[src/rtl/quadra_eval.sv]
// Four-stage stall-all evaluator of y = a + b*x2 + c*x2^2 around a combinational coefficient LUT.
// R0 drives the LUT index; R3 rounds half-up and clamps into an unsigned Y_W-bit result.
module quadra_eval #(
  parameter int X_W   = 24,
  parameter int X1_W  = 7,
  parameter int X2_W  = 17,
  parameter int A_W   = 30,
  parameter int B_W   = 22,
  parameter int C_W   = 14,
  parameter int Y_W   = 24,
  parameter int SHIFT = 23
) (
  input  logic            clk,
  input  logic            rst,
  input  logic            in_valid,
  output logic            in_ready,
  input  logic [X_W-1:0]  x,
  output logic [X1_W-1:0] x1_o,
  input  logic [A_W-1:0]  a_i,
  input  logic [B_W-1:0]  b_i,
  input  logic [C_W-1:0]  c_i,
  output logic            out_valid,
  input  logic            out_ready,
  output logic [Y_W-1:0]  y,
  output logic            sat
);

  localparam int P1_W = B_W + X2_W + 1;
  localparam int P2_W = C_W + X2_W + 1;
  localparam int AA_W = A_W + X2_W;
  localparam int S_W  = A_W + X2_W + 2;
  localparam logic [S_W-1:0] RND  = {{(S_W-1){1'b0}}, 1'b1} << (SHIFT - 1);
  localparam logic [S_W-1:0] YMAX = {{(S_W-Y_W){1'b0}}, {Y_W{1'b1}}};

  logic advance;
  assign advance  = !out_valid || out_ready;
  assign in_ready = advance;

  // R0
  logic            v0;
  logic [X2_W-1:0] r0_x2;

  // R1
  logic            v1;
  logic [A_W-1:0]  r1_a;
  logic [B_W-1:0]  r1_b;
  logic [C_W-1:0]  r1_c;
  logic [X2_W-1:0] r1_x2;
  logic [X2_W-1:0] r1_x2sq;

  // R2
  logic                   v2;
  logic [AA_W-1:0]        r2_aa;
  logic signed [P1_W-1:0] r2_p1;
  logic signed [P2_W-1:0] r2_p2;

  // Combinational stage results
  logic [2*X2_W-1:0]      sq_full;
  logic [X2_W-1:0]        x2sq_n;
  logic signed [P1_W-1:0] p1_n;
  logic signed [P2_W-1:0] p2_n;
  logic signed [S_W-1:0]  s_n;
  logic signed [S_W-1:0]  rnd_n;
  logic signed [S_W-1:0]  r_n;
  logic [Y_W-1:0]         y_n;
  logic                   sat_n;

  always_comb begin
    sq_full = {{X2_W{1'b0}}, r0_x2} * {{X2_W{1'b0}}, r0_x2};
    x2sq_n  = X2_W'(sq_full >> X2_W);
  end

  always_comb begin
    p1_n = $signed({{(X2_W+1){r1_b[B_W-1]}}, r1_b}) * $signed({{(B_W+1){1'b0}}, r1_x2});
    p2_n = $signed({{(X2_W+1){r1_c[C_W-1]}}, r1_c}) * $signed({{(C_W+1){1'b0}}, r1_x2sq});
  end

  // Arithmetic shift floors, so adding half an LSB first gives round-half-up.
  always_comb begin
    s_n   = $signed({2'b00, r2_aa})
          + $signed({{(S_W-P1_W){r2_p1[P1_W-1]}}, r2_p1})
          + $signed({{(S_W-P2_W){r2_p2[P2_W-1]}}, r2_p2});
    rnd_n = s_n + $signed(RND);
    r_n   = rnd_n >>> SHIFT;
    y_n   = r_n[Y_W-1:0];
    sat_n = 1'b0;
    if (r_n < 0) begin
      y_n   = '0;
      sat_n = 1'b1;
    end else if (r_n > $signed(YMAX)) begin
      y_n   = '1;
      sat_n = 1'b1;
    end
  end

  always_ff @(posedge clk or posedge rst) begin
    if (rst) begin
      v0    <= 1'b0;
      x1_o  <= '0;
      r0_x2 <= '0;
    end else if (advance) begin
      v0    <= in_valid;
      x1_o  <= x[X_W-1:X2_W];
      r0_x2 <= x[X2_W-1:0];
    end
  end

  always_ff @(posedge clk or posedge rst) begin
    if (rst) begin
      v1      <= 1'b0;
      r1_a    <= '0;
      r1_b    <= '0;
      r1_c    <= '0;
      r1_x2   <= '0;
      r1_x2sq <= '0;
    end else if (advance) begin
      v1      <= v0;
      r1_a    <= a_i;
      r1_b    <= b_i;
      r1_c    <= c_i;
      r1_x2   <= r0_x2;
      r1_x2sq <= x2sq_n;
    end
  end

  always_ff @(posedge clk or posedge rst) begin
    if (rst) begin
      v2    <= 1'b0;
      r2_aa <= '0;
      r2_p1 <= '0;
      r2_p2 <= '0;
    end else if (advance) begin
      v2    <= v1;
      r2_aa <= {r1_a, {X2_W{1'b0}}};
      r2_p1 <= p1_n;
      r2_p2 <= p2_n;
    end
  end

  // y/sat only move on valid entries so bubbles leave the last result visible.
  always_ff @(posedge clk or posedge rst) begin
    if (rst) begin
      out_valid <= 1'b0;
      y         <= '0;
      sat       <= 1'b0;
    end else if (advance) begin
      out_valid <= v2;
      if (v2) begin
        y   <= y_n;
        sat <= sat_n;
      end
    end
  end

endmodule
[config.mk]
export PLATFORM = sky130hd
export DESIGN_NAME = quadra_eval
export DESIGN_NICKNAME = d
export VERILOG_FILES = /design/src/rtl/quadra_eval.sv
export SDC_FILE = /design/constraint.sdc
export NUM_CORES = 2
export LEC_CHECK = 0
export BUFFER_PORTS_ARGS = -buffer_cell sky130_fd_sc_hd__buf_2
export CAP_MARGIN = 10
export CORE_ASPECT_RATIO = 1.75
export CORE_MARGIN = 10
export CORE_UTILIZATION = 55
export DETAILED_ROUTE_END_ITERATION = 6
export PLACE_DENSITY_LB_ADDON = 0.08
export RECOVER_POWER = 50
export SYNTH_ARGS = -nofsm -noshare
export SYNTH_HDL_FRONTEND = slang
export SYNTH_SLANG_ARGS = --single-unit
[constraint.sdc]
create_clock -name clk -period 8.7 [get_ports clk]
set_clock_uncertainty 0.15 [all_clocks]
set_input_delay 0.87 -clock clk [delete_from_list [all_inputs] [get_ports clk]]
set_output_delay 0.87 -clock clk [all_outputs]
set_load 0.005 [all_outputs]
# Yosys cells after proc, flatten, opt, wreduce, memory -nomap -nowiden
# Index checks and enable logic that the tools add are counted.
# totals
regBits	255
in_bits	94
output_inout_bits	34
elab_cells	31
# classes
addsub	3
n_mul	3
order_cmp	2
mux	4
n_reduce_logical	3
# ops
operator	n
$add A48 B40 Y49	1
$add A49 B24 Y49 const B	1
$add A49 B32 Y49	1
$mux W24	2
$mul A22 B18 Y40	1
$mul A17 B17 Y34	1
$mul A14 B18 Y32	1
$gt A26 B25 Y1 const B	1
$lt A26 B1 Y1 const B	1
$mux W1	2
$reduce_and A2 Y1	1
$logic_not A1 Y1	1
$logic_or A1 B1 Y1	1

# Depth between registers and ports, before layout
# logic_depth
ltp_word	6
ltp_mapped	26
ltp_nobuf	25

# Worst setup path after synthesis
# Ideal clock, no wire load.
# synth_path
kind	register to register
startpoint	register r1_b[11]
endpoint	register r2_p1[24]
arrival_time_ns	6.066
required_ns	8.417
path_slack_ns	2.350
path_stages_with_launch	24
n_path_buf	2
synth_period_minus_slack_ns	6.350
cell_sequence	dfrtp_1 -> clkbuf_1 -> clkbuf_1 -> nand2_1 -> fa_1 -> fa_1 -> fa_1 -> inv_1 -> fa_1 -> fa_1 -> inv_1 -> fa_1 -> inv_1 -> ha_1 -> nand4_1 -> nor2_1 -> a2111oi_0 -> a21oi_1 -> nor2b_1 -> o21bai_1 -> a21o_1 -> a21oi_1 -> xor2_1 -> o21ai_0
# synth_between
elab_chain_cells	1
# synth_rtl
element	line	rtl
from (decl)	46	logic [B_W-1:0] r1_b;
from (signal assigned)	119	r1_b <= b_i;
$mul A22 B18 Y40	74	p1_n = $signed({{(X2_W+1){r1_b[B_W-1]}}, r1_b}) * $signed({{(B_W+1){1'b0}}, r1_x2});
to (signal assigned)	135	r2_p1 <= p1_n;
to (decl)	54	logic signed [P1_W-1:0] r2_p1;
# Every way passes these cells.
# A chain may end at the register's enable or synchronous reset.

# Worst setup path after layout
# layout_path
startpoint	input out_ready
endpoint	output in_ready
# layout_between
elab_chain_cells	1
# layout_rtl
element	line	rtl
from (decl)	23	input logic out_ready,
$logic_or A1 B1 Y1	36	assign advance = !out_valid || out_ready;
to (decl)	16	output logic in_ready,
# Every way passes these cells.

==> metrics.txt <==
outcome=finished, violations left; failing checks=capacitance limit, slew limit; routability cong.=approximately 0.90; fmax=between 100 and 150 MHz; Worst Setup SP=out_ready; most common cell in the synthesized netlist=inv_1; Post-synth top cells=1065 x inv_1, 869 x nand2_1, 768 x fa_1; HP Class=input pin to flip-flop; CTS clk-pin slew, worst paths=0.08 ns; RSZ-0062 raised after global routing=no; CP Max Fanout=78; largest net degree at the start of global routing=between 100 and 150; Slew Limit Fails=about 230; detailed-router iteration count before antenna repair=5; Synth top area share=between 30% and 40%; average wire per standard cell=between 15 and 20 um; Cell Rows=roughly 130; fillers=about 7000; EDFF count, synth=0; M1 GR Usage=between 20% and 30%; clk sinks=approximately 260; post-route ant nets=0; Syn Inst Count=between 4000 and 5000; CTS Buf Count=29; FF-to-FF Start=r1_x2[9]; DR vias/cell=~5.2; final net count=6002; Overflow after GRT=0; Ant. Diodes=0; arrival time at the worst endpoint=6.33 ns; ratio of cells with drive above 1 in the final layout=5.09%; post-CTS setup buffers=0; PostCTS Resize Cnt=0; synthesized area per cell=roughly 9.0 sq um; Sum Neg Setup Slack=0 ns; WS Path Type=input pin to output port; ys flop type=dfrtp_1; Yosys top cell by area=fa_1; crit path to=in_ready; worst-skew pair later-pin latency=0.61 ns; DP Wirelength=83.5 mm; H-tree levels=1; Slew @ Worst Pin=5.50 ns; WL final=105 mm; number of I/O pins=128; first-pass GRT wire length=roughly 170 mm; Final Critical Period=approximately 7.4 ns; Max-Cap Viols=3; Worst Path Required=roughly 7.7 ns; gr busiest metal=met2; Die Wd=~230 um; initial DRC count=between 1000 and 1500; FF-to-FF path depth=23; synthesized net count=around 6000; Die Y=approximately 390 um; Hold WS=0.293 ns; post-synth cell types=between 70 and 80; Clock Tree Root=clkbuf_16; Ys Warns=0; async set-reset flop share out of synthesis=100%; final hold vios=0; Tcrit/Tclk final=84.5%; Multi-input gate area=approximately 0.031 sq mm; crit path capture type=output port; routing usage on met2=a little under half; Cell Area, Synth=0.0423 sq mm; vias in the first global route=33175; Slew headroom=-266%; Hold-fix buffers, CTS=0; CTS tree=built; GRT met3 Usage=about 2.7%; Die Area=about 0.089 sq mm; r2r endpoint=r2_p1[33]; crit path launch type=input pin; dpl cell area=between 0.04 and 0.05 sq mm; register area=about 0.0064 sq mm; # port buffers=~130; count of final setup violators=0; initial antenna violation count=1; top cells by area, synth=fa_1 36%, dfrtp_1 15%, ha_1 13%; Starting Density=between 50% and 60%; synthesis-to-layout area growth=5.53%; DRC=0; sequential area share after synthesis=~15%; deepest clock path buffer count=3; r2r setup slk=around 1.5 ns; via count=between 30000 and 40000; design area=around 0.045 sq mm; synthesized flop and latch total=roughly 260; Core Box Area=0.0763 sq mm; Tot GR Track Use=about a quarter
==> area by class of cell <==
cell class                      count  area share (%)
Multi-Input combinational cell   3217            70.0
Sequential cell                   255            14.3
Inverter                         1065            8.95
Tap cell                         1020            2.86
Timing Repair Buffer              148            1.79
Clock buffer                       35            1.76
Clock inverter                     15           0.372
==> through the flow <==
stage | utilization (%) | setup WS (ns) | cells
detailed placement | 57.3 | 1.55 | 5705
floorplan | - | 0.667 | 4716
global route | 58.6 | 0.805 | 5755
finish | 58.6 | 1.35 | 5755
CTS | 58.6 | 1.56 | 5755
global placement | 57.3 | 1.63 | 5705
==> logic make-up after synthesis <==
kind of cell | count (synthesis) | share of synthesized area [%]
AOI/OAI and AO/OA | 453 | 6.86
xor gates and xnor gates | 110 | 2.31
adders and majority gates | 1192 | 48.8
buffers and inverters | 1244 | 11.1
DFF | 255 | 15.1
muxes | 3 | 0.0739
and+or+nand+nor | 1459 | 15.7
==> placed cells by master, fill, tap and decap left out, drive strengths merged, types with 6 or more instances in the layout <==
master  instances
inv          1069
nand2         871
fa            768
ha            424
and2          363
dfrtp         255
buf           147
o21ai         139
a21oi         132
nor2          110
xnor2          71
a21o           59
xor2           39
clkbuf         36
nor2b          22
nand2b         20
nand3          20
o21bai         15
and3           13
a211oi         13
a31oi          13
nor3           12
o31ai          12
nand4          10
o21a            9
o211ai          7
a211o           6
a21boi          6
==> per-layer routing <==
layer	up-vias	part of all wire [%]	routed length, um
li1	14089	-	-
met1	15183	39	40600
met2	693	54	56900
met3	209	4.1	4360
met4	2	3.4	3540
met5	-	0.011	12
==> state kept, by name, summed over array words and instances, names as in the netlist, 7 cells and up <==
name     count
r2_aa       30
r0_x2       17
r1_a        30
r1_c        14
r1_x2sq     17
r2_p1       40
r1_x2       17
r2_p2       32
y           24
r1_b        22
x1_o         7
==> worst max-delay path, cell delays in order <==
cell and delay, ns:
buf_2 0.11, nor2b_4 0.28, clkbuf_1 1.37, clkinvlp_2 2.88, buf_2 0.76
==> how the worst min path moves through the flow <==
stage,slack [ns],startpoint,end,cells past startpoint
2_1_floorplan,0.28,r2_p2[0],r2_p2[0],2
3_3_place_gp,0.29,r2_p1[0],r2_p1[0],2
3_5_place_dp,0.30,x1_o[5],x1_o[5],2
4_1_cts,0.25,b_i[19],r1_b[19],3
5_1_grt,0.28,b_i[20],r1_b[20],3
6_report,0.29,b_i[19],r1_b[19],3
Power is left out: the tool's default activity adds up to more than one toggle a clock period on the data nets, which glitch-free logic cannot reach.
